### src/rtl/imem_fetch_ctrl.sv
// Instruction-fetch sequencer for a synchronous-read instruction memory.
// Owns the fetch PC, tracks the one-cycle read latency and buffers one word across decode stalls.
module imem_fetch_ctrl #(
  parameter int unsigned ADDR_W   = 16,
  parameter int unsigned MEM_SIZE = 1515,
  parameter int unsigned RESET_PC = 0
) (
  input  logic              clk,
  input  logic              rst_n,
  input  logic              start,
  input  logic              stall,
  input  logic              redirect,
  input  logic [ADDR_W-1:0] redirect_pc,
  output logic [ADDR_W-1:0] mem_addr,
  input  logic [31:0]       mem_rd,
  output logic [31:0]       inst,
  output logic [ADDR_W-1:0] inst_pc,
  output logic              inst_valid,
  output logic              busy,
  output logic              fault
);

  localparam int unsigned DATA_W = 32;
  localparam int unsigned CMP_W  = ((ADDR_W > 32) ? ADDR_W : 32) + 1;

  typedef enum logic [1:0] {IDLE, FETCH, FAULT} state_t;

  state_t              state, state_nxt;
  logic [ADDR_W-1:0]   mem_addr_nxt;
  logic                pend, pend_nxt;
  logic [ADDR_W-1:0]   pend_pc, pend_pc_nxt;
  logic                skid_v, skid_v_nxt;
  logic [DATA_W-1:0]   skid, skid_nxt;
  logic [ADDR_W-1:0]   skid_pc, skid_pc_nxt;
  logic [DATA_W-1:0]   inst_nxt;
  logic [ADDR_W-1:0]   inst_pc_nxt;
  logic                inst_valid_nxt;
  logic                fault_nxt;
  logic                addr_ok_c;
  logic                rpc_ok_c;

  assign addr_ok_c = CMP_W'(mem_addr) < CMP_W'(MEM_SIZE);
  assign rpc_ok_c  = CMP_W'(redirect_pc) < CMP_W'(MEM_SIZE);

  // State register
  always_ff @(posedge clk or negedge rst_n) begin
    if (!rst_n) state <= IDLE;
    else        state <= state_nxt;
  end

  // Next-state, issue, capture and skid control; redirect > stall > normal
  always_comb begin
    state_nxt      = state;
    mem_addr_nxt   = mem_addr;
    pend_nxt       = 1'b0;
    pend_pc_nxt    = pend_pc;
    skid_v_nxt     = skid_v;
    skid_nxt       = skid;
    skid_pc_nxt    = skid_pc;
    inst_nxt       = inst;
    inst_pc_nxt    = inst_pc;
    inst_valid_nxt = inst_valid;
    fault_nxt      = fault;
    case (state)
      IDLE: begin
        if (start) begin
          state_nxt    = FETCH;
          mem_addr_nxt = ADDR_W'(RESET_PC);
        end
      end
      default: begin
        if (redirect) begin
          skid_v_nxt     = 1'b0;
          inst_valid_nxt = 1'b0;
          mem_addr_nxt   = redirect_pc;
          state_nxt      = rpc_ok_c ? FETCH : FAULT;
          fault_nxt      = !rpc_ok_c;
        end else begin
          // pend and skid_v are never both set, so at most one source feeds inst
          if (pend && stall && inst_valid) begin
            skid_nxt    = mem_rd;
            skid_pc_nxt = pend_pc;
            skid_v_nxt  = 1'b1;
          end else if (pend) begin
            inst_nxt       = mem_rd;
            inst_pc_nxt    = pend_pc;
            inst_valid_nxt = 1'b1;
          end else if (!stall && skid_v) begin
            inst_nxt    = skid;
            inst_pc_nxt = skid_pc;
            skid_v_nxt  = 1'b0;
          end else if (!stall) begin
            inst_valid_nxt = 1'b0;
          end
          if (state == FETCH && !stall && !skid_v) begin
            if (addr_ok_c) begin
              pend_nxt     = 1'b1;
              pend_pc_nxt  = mem_addr;
              mem_addr_nxt = mem_addr + ADDR_W'(1);
            end else begin
              state_nxt = FAULT;
              fault_nxt = 1'b1;
            end
          end
        end
      end
    endcase
  end

  // Datapath and output registers
  always_ff @(posedge clk or negedge rst_n) begin
    if (!rst_n) begin
      mem_addr   <= ADDR_W'(RESET_PC);
      pend       <= 1'b0;
      pend_pc    <= '0;
      skid_v     <= 1'b0;
      skid       <= '0;
      skid_pc    <= '0;
      inst       <= '0;
      inst_pc    <= '0;
      inst_valid <= 1'b0;
      busy       <= 1'b0;
      fault      <= 1'b0;
    end else begin
      mem_addr   <= mem_addr_nxt;
      pend       <= pend_nxt;
      pend_pc    <= pend_pc_nxt;
      skid_v     <= skid_v_nxt;
      skid       <= skid_nxt;
      skid_pc    <= skid_pc_nxt;
      inst       <= inst_nxt;
      inst_pc    <= inst_pc_nxt;
      inst_valid <= inst_valid_nxt;
      busy       <= (state_nxt == FETCH);
      fault      <= fault_nxt;
    end
  end

endmodule

### config.mk
export PLATFORM = sky130hd
export DESIGN_NAME = imem_fetch_ctrl
export DESIGN_NICKNAME = d
export VERILOG_FILES = /design/src/rtl/imem_fetch_ctrl.sv
export SDC_FILE = /design/constraint.sdc
export NUM_CORES = 1
export LEC_CHECK = 0
export ABC_CLOCK_PERIOD_IN_PS = 1850
export CAP_MARGIN = 5
export CORE_UTILIZATION = 47
export CTS_CLUSTER_SIZE = 14
export DETAILED_ROUTE_END_ITERATION = 10
export GPL_ROUTABILITY_DRIVEN = 0
export PLACE_DENSITY = 0.76
export SLEW_MARGIN = 20
export SYNTH_ARGS = -nofsm -noshare
export SYNTH_HDL_FRONTEND = slang
export SYNTH_SLANG_ARGS = --single-unit
### constraint.sdc
create_clock -name clk -period 1.85 [get_ports clk]
set_input_delay 0.185 -clock clk [delete_from_list [all_inputs] [get_ports clk]]
set_output_delay 0.185 -clock clk [all_outputs]
set_load 0.05 [all_outputs]
==> impl_metrics.env <==
export IMPL_cp_end_kind="flop"
export IMPL_grt_setup_unrepaired="yes"
export IMPL_max_cap_viol_count=0
export IMPL_rows=41
export IMPL_min_period_ps=1943
export IMPL_numCtsBuffers=17
export IMPL_setup_tns_final_ps=-1057
export IMPL_post_dp_hpwl_um=9634
export IMPL_remaining_drc_errors=0
export IMPL_num_io_pins=120
export IMPL_violations="negative setup slack"
export IMPL_layout_nets=728
export IMPL_routedWlPerCell_um=16.61
export IMPL_final_cell_mix="dfrtp_1, clkdlybuf4s50_1, nor2_1"
export IMPL_setup_ws_ps=-92.52
export IMPL_cts_max_path_buffers=2
export IMPL_drt_iter0_drc=462
export IMPL_fmaxAchievable_mhz=514.8
export IMPL_layout_drive_gt1_share_pct=25.95
export IMPL_fp_coreArea_um2=12620
export IMPL_synthCells=517
export IMPL_clock_root_buffer="clkbuf_16"
export IMPL_area_growth_syn_to_layout_pct=37.27
export IMPL_vias_per_cell=5.382
export IMPL_yosysSeqAreaShare_pct=55.32
export IMPL_grt_pass1_wl_um=23330
export IMPL_synth_seq_cells=135
export IMPL_avgSynthCellArea_um2=11.81
export IMPL_crit_type="flop to flop"
export IMPL_synth_area_um2=6107
export IMPL_portBuffers=119
export IMPL_diodes=0
export IMPL_hold_slack_ps=287.3
export IMPL_synth_edf_count=0
export IMPL_clk_pin_slew_worst_paths_ps=60
export IMPL_p_leak_nw=3.651
export IMPL_worst_pin_slew_ps=641.6
export IMPL_dr_total_vias=4618
export IMPL_multiInputGateArea_um2=2610
export IMPL_globalRouteTotalUtil_pct=22.76
export IMPL_synth_ff_type="dfrtp_1"
export IMPL_drt_wl_total_um=14250
export IMPL_ff_latch_area_um2=3388
export IMPL_finalSetupViolCount=22
export IMPL_worstPathMaxFanout=6
export IMPL_ys_types=58
export IMPL_status="complete, but fails checks"
export IMPL_vdd_drop_max_mv=0.8352
export IMPL_htree_levels=4
export IMPL_grt_overflow=0
export IMPL_antenna_found_initial=0
export IMPL_power_density_nw_per_um2=1159
export IMPL_die_area_um2=13450
export IMPL_slew_limit_headroom_pct=57.23
export IMPL_hp_class="primary input to asynchronous set/reset pin"
export IMPL_start_util_pct=48.39
export IMPL_die_h_um=116.0
export IMPL_cts_sinks=135
export IMPL_required_ps=2150
export IMPL_min_period_over_period_pct=105.0
export IMPL_firstDrtPassIters=4
export IMPL_synth_async_sr_flop_share_pct=100.0
export IMPL_slew_viol_final=0
export IMPL_die_w_um=116.0
export IMPL_syn_num_nets=571
export IMPL_grt_max_degree=52
export IMPL_worstPathArrival_ps=2240
export IMPL_hold_violations=0
export IMPL_cts_tree="done"
export IMPL_insertion_delay_ps=420
export IMPL_grt_pass1_vias=4707
export IMPL_fillers=1011
export IMPL_skew_ps=7.305
export IMPL_fin_util_pct=66.43
export IMPL_cp_start_kind="flop"
export IMPL_final_common_cell="dfrtp_1"
export IMPL_drtAntennaViolNets=0
export IMPL_yosysWarnings=0
export IMPL_finalPower_mw=9.715
[worst paths after layout]
kind / depth (start not counted) / slack (ps) / start / endpoint
max: 5 / -90 / mem_addr[9]$_DFFE_PN0P_ / pend_pc[0]$_DFFE_PN0P_
min: 2 / 290 / rst_n / inst[31]$_DFFE_PN0P_
max reg2reg: 5 / -90 / mem_addr[9]$_DFFE_PN0P_ / pend_pc[0]$_DFFE_PN0P_
min reg2reg: 1 / 500 / skid[26]$_DFFE_PN0P_ / skid[26]$_DFFE_PN0P_
max in group asynchronous: 3 / 940 / rst_n / mem_addr[2]$_DFFE_PN0P_
min in group clk: 2 / 410 / mem_rd[13] / skid[13]$_DFFE_PN0P_
[critical path, cell delays in order, from the launching register on]
cell	delay [ps]
dfrtp_2	410
a211o_1	320
nor4_4	260
nand3_4	210
nor2_4	250
mux2_2	360
[area by class of cell]
type	instances	share of cell area [%]
Timing Repair Buffer	169	19.21
Sequential cell	135	40.42
Clock buffer	21	5.493
Inverter	5	0.2239
Clock inverter	10	0.9552
Multi-Input combinational cell	346	31.13
Tap cell	172	2.567
[where the power goes]
part           switching, mW  internal [mW]  total, mW
logic                   1.95           1.10       3.05
registers              0.257           3.32       3.58
clock network           1.20           1.89       3.08
total                   3.40           6.31       9.71
[state kept, by name, summed over array words and instances (netlist names), 2 cells and up]
signal,count
skid,32
inst_pc,16
inst,32
skid_pc,16
state,2
pend_pc,16
mem_addr,16
[what timing repair did]
action                                  4_1_cts  5_1_grt
endpoints found under the setup margin       21       28
hold buffers                                  1        0
setup buffers                                 2        2
cloned                                        1        0
hold endpoints to repair                     49        0
gates resized for setup                      15        6
pin swaps                                     4        1
[synth_stat cells (5+ instances only)]
| cell type | number | share of area [%] |
|---|---|---|
| a21oi_1 | 57 | 4.7 |
| nand3_1 | 10 | 0.82 |
| mux2_2 | 60 | 11 |
| nor2_1 | 61 | 3.7 |
| xnor2_1 | 7 | 1.0 |
| o21ai_0 | 8 | 0.66 |
| mux2i_1 | 53 | 8.7 |
| nand2_1 | 20 | 1.2 |
| dfrtp_1 | 135 | 55 |
| inv_1 | 5 | 0.31 |
| clkbuf_1 | 16 | 0.98 |
| buf_2 | 5 | 0.41 |
| nor2b_1 | 7 | 0.72 |
[cell families (layout without fill, tap and decap cells)]
group                    after synthesis  count (layout)  share of synthesized area, %
flip-flops                           135             135                         55.32
AND/OR/NAND/NOR                      128             129                         10.88
multiplexers                         113             113                         19.75
AO/OA/AOI/OAI                         96              96                         9.752
buffers and inverters                 37             205                         3.093
XOR/XNOR                               7               7                         1.004
adder cells (fa/ha/maj)                1               1                        0.2048
[layer usage]
metal  vias up  routed length [µm]  global-route usage, %
li1       2165                   -                      -
met1      2296                6109                  28.07
met2       132                7193                  37.74
met3        25                 695                  6.538
met4         0                 252                  9.060
met5         -                   0                      0
[stage by stage]
stage                     instance area (µm²)  setup slack [ps]  cells
after floorplan                          6136            -280.2    517
after global placement                   7761            -131.9    822
after detailed placement                 7761            -178.8    822
after CTS                                8358            -73.10    857
after global routing                     8383            -159.0    858
final                                    8383            -92.52    858
Power figures use the tool's default switching activity.
